<file path="config.mk">
export PLATFORM = sky130hd
export DESIGN_NAME = filter_cfg_ctrl
export DESIGN_NICKNAME = d
export VERILOG_FILES = /design/src/rtl/filter_cfg_pkg.sv /design/src/rtl/filter_cfg_watchdog.sv /design/src/rtl/filter_cfg_ctrl.sv
export SDC_FILE = /design/constraint.sdc
export NUM_CORES = 1
export LEC_CHECK = 0
export BUFFER_PORTS_ARGS = -buffer_cell sky130_fd_sc_hd__buf_4
export CORE_MARGIN = 3
export CORE_UTILIZATION = 40
export CTS_CLUSTER_DIAMETER = 200
export CTS_CLUSTER_SIZE = 25
export DETAILED_ROUTE_END_ITERATION = 8
export PLACE_DENSITY = 0.55
export SYNTH_ARGS = -nofsm -noshare
export SYNTH_HDL_FRONTEND = slang
export SYNTH_SLANG_ARGS = --single-unit
</file>
<file path="constraint.sdc">
create_clock -name clk -period 2.37 [get_ports clk]
set_input_delay 0.1185 -clock clk [delete_from_list [all_inputs] [get_ports clk]]
set_output_delay 0.1185 -clock clk [all_outputs]
set_load 0.05 [all_outputs]
</file>
<file path="src/rtl/filter_cfg_pkg.sv">
// Shared types for the filter configuration controller: the packed filter
// configuration word, the controller state encoding, the passthrough constant
// and the button-edit helper.
package filter_cfg_pkg;

  typedef struct packed {
    logic       retro;
    logic       quad;
    logic [1:0] mirror_sel;
  } filter_cfg_t;

  typedef enum logic [1:0] {
    IDLE    = 2'd0,
    PENDING = 2'd1,
    APPLY   = 2'd2
  } ctrl_state_t;

  localparam filter_cfg_t CFG_PASSTHROUGH = 4'b0000;

  // Apply every button pulse of one cycle together to a configuration word
  function automatic filter_cfg_t apply_buttons(input filter_cfg_t cfg,
                                                input logic        b_mirror,
                                                input logic        b_quad,
                                                input logic        b_retro);
    filter_cfg_t r;
    r = cfg;
    if (b_mirror) r.mirror_sel = cfg.mirror_sel + 2'd1;
    if (b_quad)   r.quad       = ~cfg.quad;
    if (b_retro)  r.retro      = ~cfg.retro;
    return r;
  endfunction

endpackage

</file>
<file path="src/rtl/filter_cfg_watchdog.sv">
// Timeout counter for the PENDING state. Counts while run is high, clears
// whenever run is low, and pulses expire on the cycle the count reaches
// FRAME_TIMEOUT-1.
module filter_cfg_watchdog #(
  parameter int unsigned FRAME_TIMEOUT = 840000
) (
  input  logic clk,
  input  logic reset,
  input  logic run,
  output logic expire
);

  localparam int unsigned CW = (FRAME_TIMEOUT > 1) ? $clog2(FRAME_TIMEOUT) : 1;
  localparam logic [CW-1:0] LAST = CW'(FRAME_TIMEOUT - 1);

  logic [CW-1:0] r_cnt;
  logic          w_at_last;

  assign w_at_last = (r_cnt == LAST);
  assign expire    = run && w_at_last;

  // Count while running; restart on idle or on expiry
  always_ff @(posedge clk or posedge reset) begin
    if (reset) begin
      r_cnt <= '0;
    end else if (!run || w_at_last) begin
      r_cnt <= '0;
    end else begin
      r_cnt <= r_cnt + 1'b1;
    end
  end

endmodule

</file>
<file path="src/rtl/filter_cfg_ctrl.sv">
// Filter configuration controller. Button and I2C edits land in a shadow
// register; the shadow is committed to the active filter outputs only at a
// frame boundary (or on watchdog timeout) so no frame mixes configurations.
// Optional auto-demo stepping is enabled by defining FILTER_CFG_AUTO_DEMO_EN.
module filter_cfg_ctrl
  import filter_cfg_pkg::*;
#(
  parameter int unsigned FRAME_TIMEOUT = 840000
`ifdef FILTER_CFG_AUTO_DEMO_EN
  ,
  parameter int unsigned DEMO_FRAMES = 120
`endif
) (
  input  logic       clk,
  input  logic       reset,
`ifdef FILTER_CFG_AUTO_DEMO_EN
  input  logic       demo_en,
`endif
  input  logic       frame_start,
  input  logic       btn_mirror,
  input  logic       btn_quad,
  input  logic       btn_retro,
  input  logic       i2c_wr_valid,
  input  logic [3:0] i2c_wr_data,
  output logic       i2c_wr_ready,
  output logic       mode_quad,
  output logic [1:0] mirror_sel,
  output logic       retro_en,
  output logic [3:0] shadow_cfg,
  output logic       cfg_pending,
  output logic       timeout_flag
);

  ctrl_state_t r_state, w_state_nxt;
  filter_cfg_t r_shadow, w_shadow_nxt;
  filter_cfg_t r_active, w_active_nxt;
  logic        r_timeout_flag, w_flag_nxt;

  logic w_i2c_acc;
  logic w_btn_any;
  logic w_btn_acc;
  logic w_edit;
  logic w_expire;
  logic w_demo_step;

  assign w_i2c_acc = i2c_wr_valid && i2c_wr_ready;
  assign w_btn_any = btn_mirror || btn_quad || btn_retro;
  assign w_btn_acc = w_btn_any && (r_state != APPLY);
  assign w_edit    = w_i2c_acc || w_btn_acc;

  filter_cfg_watchdog #(
    .FRAME_TIMEOUT(FRAME_TIMEOUT)
  ) u_watchdog (
    .clk   (clk),
    .reset (reset),
    .run   (r_state == PENDING),
    .expire(w_expire)
  );

`ifdef FILTER_CFG_AUTO_DEMO_EN
  localparam int unsigned FW = $clog2(DEMO_FRAMES + 1);
  localparam logic [FW-1:0] DEMO_LAST = FW'(DEMO_FRAMES - 1);

  logic [FW-1:0] r_frame_cnt;

  assign w_demo_step = demo_en && (r_state == IDLE) && frame_start &&
                       (r_frame_cnt == DEMO_LAST);

  // Count frames while idle in demo mode; any user edit restarts the count
  always_ff @(posedge clk or posedge reset) begin
    if (reset) begin
      r_frame_cnt <= '0;
    end else if (!demo_en || w_edit) begin
      r_frame_cnt <= '0;
    end else if ((r_state == IDLE) && frame_start) begin
      r_frame_cnt <= w_demo_step ? '0 : r_frame_cnt + 1'b1;
    end
  end
`else
  assign w_demo_step = 1'b0;
`endif

  // State, shadow, active config and timeout flag registers
  always_ff @(posedge clk or posedge reset) begin
    if (reset) begin
      r_state        <= IDLE;
      r_shadow       <= CFG_PASSTHROUGH;
      r_active       <= CFG_PASSTHROUGH;
      r_timeout_flag <= 1'b0;
    end else begin
      r_state        <= w_state_nxt;
      r_shadow       <= w_shadow_nxt;
      r_active       <= w_active_nxt;
      r_timeout_flag <= w_flag_nxt;
    end
  end

  // Next-state logic: I2C beats buttons; edits are dropped in APPLY.
  // A timeout that lands with an I2C write still sets the flag.
  always_comb begin
    w_state_nxt  = r_state;
    w_shadow_nxt = r_shadow;
    w_active_nxt = r_active;
    w_flag_nxt   = r_timeout_flag;
    case (r_state)
      IDLE, PENDING: begin
        if (w_i2c_acc) begin
          w_shadow_nxt = i2c_wr_data;
          w_flag_nxt   = 1'b0;
        end else if (w_btn_acc) begin
          w_shadow_nxt = apply_buttons(r_shadow, btn_mirror, btn_quad, btn_retro);
        end else if (w_demo_step) begin
          w_shadow_nxt = 4'(r_shadow) + 4'd1;
        end
        if (r_state == IDLE) begin
          if (w_edit || w_demo_step) w_state_nxt = PENDING;
        end else if (frame_start) begin
          w_state_nxt = APPLY;
        end else if (w_expire) begin
          w_state_nxt = APPLY;
          w_flag_nxt  = 1'b1;
        end
      end
      APPLY: begin
        w_active_nxt = r_shadow;
        w_state_nxt  = IDLE;
      end
      default: w_state_nxt = IDLE;
    endcase
  end

  assign i2c_wr_ready = (r_state != APPLY);
  assign cfg_pending  = (r_state == PENDING) || (r_state == APPLY);
  assign timeout_flag = r_timeout_flag;
  assign shadow_cfg   = r_shadow;
  assign mode_quad    = r_active.quad;
  assign mirror_sel   = r_active.mirror_sel;
  assign retro_en     = r_active.retro;

endmodule

</file>
==> flow_metrics.tcl, run 1 <==
set metrics [dict create \
    status "finished, final reports clean" \
    synth_cells 161 \
    worstHoldPathType "in -> reg" \
    start_util_pct 42.6 \
    setup_viol 0 \
    clk_latency_ns 0.28 \
    startpoint "u_watchdog.r_cnt[0]$_DFF_PP0_" \
    dp_hpwl_um 2330 \
    synthTopCellsByCount "dfrtp_1 (31), nor2_1 (20), a21oi_1 (12), xnor2_1 (11), inv_1 (10)" \
    netSwitchingPower_uw 885 \
    cts_sinks 31 \
    drv_slew 0 \
    core_area_um2 3740 \
    fin_crit_sh_pct 87.0 \
    syn_area_um2 1600 \
    ys_seq_area_share_pct 48.6 \
    clock_path_buffers 2 \
    crit_type "reg -> reg" \
    leakage_nw 0.802 \
    drive_gt1_share_pct 24.0 \
    grt_remaining_overflow 0 \
    via_per_inst 5.19 \
    finalCriticalPeriod_ns 2.06 \
    wl_per_cell_um 13.1 \
    cap_violations 0 \
    avgSynthCellArea_um2 9.92 \
    cts_resized 0 \
    postCtsSetupRepairBufs 0 \
    max_slew.worst_pin.slew_ns 0.500 \
    crit_slowest_cell "or4_4" \
    grt_pass1_wl_um 5500 \
    grt_max_degree 32 \
    synth_edf_count 0 \
    post-route-util_pct 51.8 \
    min_from "frame_start" \
    regArea_um2 776 \
    fillers 379 \
    ys.flop_type "dfrtp_1" \
    crit_arrival_ns 2.21 \
    max_stage_delay_ns 0.59 \
    ir_drop_v 0.000587 \
    clockRootBuffer "clkbuf_8" \
    io_buffer_count 21 \
    p_comb_share_pct 44.0 \
    relSlewSlack_pct 66.5 \
    critPathCaptureType "flip-flop" \
    finalHoldViolCount 0 \
    p_clk_share_pct 21.5 \
    rows 22 \
    synth-seq-cells 31 \
    rsz0062_at_grt "false" \
    yosysTopAreaCell "dfrtp_1" \
    synth_fp_nets 176 \
    async_flop_share_pct 100 \
    vias 1245 \
    cts_made_buffers 5 \
    pwr-share-seq_pct 34.5 \
    grt_pass1_vias 1210 \
    hold_depth 2 \
    path_cells "ha_1 > nand3_2 > or4_4 > o21ai_4 > nor2_1" \
    power_density_nw_per_um2 1070 \
    drc 0 \
    crit_fanout 18 \
    drtIter0Drc 56 \
    nNetsFinal 206 \
    wl_um 3150 \
    die_h_um 69.2 \
    holdBufCountCts 1 \
    cp-start-kind "flip-flop" \
    clkSlewWorstSetupHoldPaths_ns 0.06 \
    intPower_mw 1.20 \
    design_area_um2 1940 \
    clock_skew_ns 0.00316 \
    cts_tree "built" \
    required_ns 2.51 \
    ff2ff_setup_slack_ns 0.31 \
    synth_top_area_share_pct 48.6 \
    grt_use_total_pct 14.4 \
    antenna_left 0 \
    r2r-start "u_watchdog.r_cnt[0]$_DFF_PP0_" \
    worstHoldEndpoint "r_state[0]$_DFFE_PP0P_" \
    grt_antenna_before_repair 0 \
    ys_warn_count 0 \
    dr.pass1.iters 4 \
    setup_tns_ns 0 \
    htreeDepth 2 \
    ioPinCount 22 \
    r2r-end "u_watchdog.r_cnt[8]$_DFF_PP0_" \
    ys_types 34 \
    place_congestion 0.808 \
    clock.fmax_mhz 485 \
    swShare_pct 42.4 \
    area_growth_pct 21.5 \
    synth.area.top_cells "dfrtp_1 (49%), xnor2_1 (6.0%), nor2_1 (4.7%)" \
    multi_input_area_um2 768 \
    die-area_um2 4790 \
    reg2reg_depth 5 \
    antennaDiodeCount 0 \
    yosysMostFrequentCell "dfrtp_1" \
    placed_area_um2 1830 \
    die_w_um 69.2 \
]
## layer usage
| metal | GRT usage (%) | vias to the layer above | wire length [µm] | share of wire, % |
|---|---|---|---|---|
| met5 | 0 | - | 0 | 0 |
| met4 | 7.16 | 0 | 47 | 1.5 |
| met3 | 3.48 | 5 | 106 | 3.4 |
| met2 | 21.2 | 18 | 1480 | 47 |
| met1 | 19.8 | 597 | 1520 | 48 |
| li1 | - | 625 | - | - |
## cell families after synthesis
kind of cell | after synthesis | share of synthesized area (%)
simple gates | 67 | 22.9
flops | 31 | 48.6
compound gates | 28 | 11.5
xor+xnor | 13 | 7.13
buf+inv | 13 | 3.29
mux | 5 | 3.45
fa+ha+maj | 4 | 3.13
## through the flow
step	power [mW]	setup WS, ns	instances	hold slack, ns
after floorplan	1.39	0.501	161	0.210
final	2.08	0.308	240	0.0508
after global placement	1.63	0.386	231	0.224
after detailed placement	1.65	0.313	231	0.238
after CTS	2.11	0.296	240	0.0378
after global routing	2.21	0.175	240	0.0516
## power by group through the flow
stage | Sequential, mW | Clock [mW] | Combinational (mW)
detailed placement | 0.725 | 0 | 0.922
global placement | 0.719 | 0 | 0.914
global route | 0.730 | 0.492 | 0.987
CTS | 0.717 | 0.464 | 0.927
finish | 0.718 | 0.449 | 0.917
floorplan | 0.948 | 0 | 0.438
## flip-flops by register name, indices dropped and copies added (netlist names)
register,flops
mode_quad,1
timeout_flag,1
u_watchdog.r_cnt,20
mirror_sel,2
retro_en,1
r_state,2
shadow_cfg,4
## worst max-delay path, delay by kind of cell (launching register included)
| family | cells | cell delay, ns |
|---|---|---|
| AO/OA/AOI/OAI | 1 | 0.46 |
| AND/OR/NAND/NOR | 3 | 0.86 |
| adder cells (fa/ha/maj) | 1 | 0.22 |
| flip-flops | 1 | 0.39 |
## worst max path at each step
stage	slack, ns	to	cells past startpoint
after floorplan	0.50	u_watchdog.r_cnt[18]$_DFF_PP0_	5
after global placement	0.39	u_watchdog.r_cnt[6]$_DFF_PP0_	5
after detailed placement	0.31	u_watchdog.r_cnt[9]$_DFF_PP0_	5
after CTS	0.30	u_watchdog.r_cnt[9]$_DFF_PP0_	5
after global routing	0.18	u_watchdog.r_cnt[15]$_DFF_PP0_	5
final	0.31	u_watchdog.r_cnt[8]$_DFF_PP0_	5
## cell type report
class                      count  area share [%]
sequential                    31            40.0
timing repair buffer          26            10.2
tap                           48            3.10
inverter                      10            1.94
clock buffer                   8            5.16
multi-input combinational    117            39.6
## cell usage in the layout, fill, tap and decap left out, types with 4 or more instances in the layout
cell type,count
ha_1,4
nor2_1,20
nand3_1,9
dfrtp_1,31
or4_4,4
inv_1,10
o21ai_0,8
xnor2_1,11
a21oi_1,12
nor3_1,6
mux2_2,4
nand2_1,9
buf_4,25
nand2b_1,4
nor4_1,4
clkbuf_8,7
Note: power is estimated with default switching activity, not from simulation.
==> run 2, diff against run 1 <==
--- a/config.mk
+++ b/config.mk
@@ -6,12 +6,13 @@
 export NUM_CORES = 1
 export LEC_CHECK = 0
 export BUFFER_PORTS_ARGS = -buffer_cell sky130_fd_sc_hd__buf_4
+export CORE_ASPECT_RATIO = 0.7
 export CORE_MARGIN = 3
-export CORE_UTILIZATION = 40
+export CORE_UTILIZATION = 56
 export CTS_CLUSTER_DIAMETER = 200
 export CTS_CLUSTER_SIZE = 25
 export DETAILED_ROUTE_END_ITERATION = 8
-export PLACE_DENSITY = 0.55
+export PLACE_DENSITY = 0.74
 export SYNTH_ARGS = -nofsm -noshare
 export SYNTH_HDL_FRONTEND = slang
 export SYNTH_SLANG_ARGS = --single-unit
==> flow_metrics.tcl, run 2 (synthesis gave the netlist of run 1 again) <==
set metrics [dict create \
    instances_no_fill 222 \
    clock_skew_ns 0.00744 \
    vias 1244 \
    crit_type "reg -> reg" \
    ioPinCount 22 \
    core_area_um2 2590 \
    crit_fanout 7 \
    fillers 185 \
    final_cell_mix "dfrtp_1 (31), buf_4 (23), nor2_1 (20), a21oi_1 (12), xnor2_1 (11)" \
    grt_antenna_before_repair 0 \
    max_slew.worst_pin.slew_ns 0.491 \
    postCtsSetupRepairBufs 0 \
    grt_remaining_overflow 0 \
    hold_ws_ns 0.0466 \
    power_mw 2.02 \
    wl_um 3180 \
    grt_pass1_wl_um 5440 \
    worstHoldPathType "in -> reg" \
    status "finished, final reports clean" \
    required_ns 2.57 \
    dp_hpwl_um 2350 \
    layout_commonest_cell "dfrtp_1" \
    clock_path_buffers 2 \
    leakage_nw 0.778 \
    startpoint "u_watchdog.r_cnt[0]$_DFF_PP0_" \
    top_register "u_watchdog.r_cnt" \
    io_buffer_count 21 \
    clk_latency_ns 0.28 \
    largest_reg_flops 20 \
    regArea_um2 776 \
    die-area_um2 3540 \
    relSlewSlack_pct 67.1 \
    antennaDiodeCount 0 \
    htreeDepth 2 \
    cp-start-kind "flip-flop" \
    setup_viol 0 \
    drive_gt1_share_pct 22.3 \
    place_congestion 0.836 \
    nNetsFinal 204 \
    dp.cells 215 \
    finalCriticalPeriod_ns 2.06 \
    grt_use_total_pct 19.7 \
    ir_drop_v 0.000773 \
    antenna_left 0 \
    start_util_pct 61.6 \
    rows 15 \
    cts_sinks 31 \
    power_density_nw_per_um2 1070 \
    min_from "frame_start" \
    setup_tns_ns 0 \
    clkSlewWorstSetupHoldPaths_ns 0.06 \
    cts_tree "built" \
    cap_violations 0 \
    drv_slew 0 \
    via_per_inst 5.60 \
    critPathCaptureType "flip-flop" \
    dr.pass1.iters 4 \
    clockRootBuffer "clkbuf_8" \
    grt_max_degree 32 \
    cts_made_buffers 5 \
    multi_input_area_um2 768 \
    die_h_um 50.7 \
    drc 0 \
    crit_arrival_ns 2.26 \
    fin_crit_sh_pct 87.0 \
    wl_per_cell_um 14.3 \
    grt_pass1_vias 1191 \
    r2r-start "u_watchdog.r_cnt[0]$_DFF_PP0_" \
    rsz0062_at_grt "false" \
    area_growth_pct 17.7 \
    clock.fmax_mhz 485 \
    die_w_um 69.8 \
    finalHoldViolCount 0 \
    drtIter0Drc 122 \
]
[run 2: changes by cell type in the layout (fill, tap and decap cells not counted)]
cell and delta:
buf_4 -2, clkbuf_8 -2
[run 2: worst max-delay path, cell delays in order, from the launching register on]
cell     delay, ns
dfrtp_1       0.40
ha_1          0.22
nand3_2       0.16
or4_4         0.61
or4_1         0.41
a21oi_1       0.18
[run 2: layout make-up]
| type | instances | area share, % |
|---|---|---|
| clock buffer | 6 | 3.86 |
| inverter | 10 | 2.00 |
| multi-input combinational | 117 | 40.9 |
| sequential | 31 | 41.3 |
| tap | 34 | 2.26 |
| timing repair buffer | 24 | 9.72 |
[run 2: worst paths after layout]
| path | to | slack [ns] | depth (start not counted) |
|---|---|---|---|
| setup reg to reg | u_watchdog.r_cnt[18]$_DFF_PP0_ | 0.31 | 5 |
| max in group asynchronous | u_watchdog.r_cnt[11]$_DFF_PP0_ | 1.61 | 4 |
| setup / recovery | u_watchdog.r_cnt[18]$_DFF_PP0_ | 0.31 | 5 |
| hold / removal | timeout_flag$_DFFE_PP0P_ | 0.05 | 2 |
| min in group asynchronous | shadow_cfg[1]$_DFFE_PP0P_ | 0.48 | 4 |
| hold reg to reg | u_watchdog.r_cnt[0]$_DFF_PP0_ | 0.51 | 1 |
[run 2: repair_timing]
action / 4_1_cts / 5_1_grt
endpoints found under the hold margin: 31 / 0
resized for setup: 0 / 0
hold buffers: 1 / 0
[run 2: metal layers]
metal	share of wire, %	vias up	track usage [%]	wire length (µm)
li1	-	622	-	-
met1	50	585	28.3	1590
met2	43	33	28.5	1380
met3	6.0	4	6.40	191
met4	0.82	0	5.41	26
met5	0	-	0	0
[run 2: where the power goes]
| group | switching (mW) | total [mW] | internal, mW |
|---|---|---|---|
| Sequential | 0.0811 | 0.715 | 0.634 |
| Clock | 0.175 | 0.370 | 0.195 |
| Combinational | 0.631 | 0.931 | 0.300 |
[run 2: through the flow]
stage          area, µm²  utilization [%]  setup slack [ns]
5_1_grt             1880             72.6             0.168
4_1_cts             1880             72.6             0.300
3_3_place_gp        1800             69.4             0.419
2_1_floorplan       1600                -             0.501
3_5_place_dp        1800             69.4             0.299
6_report            1880             72.6             0.308
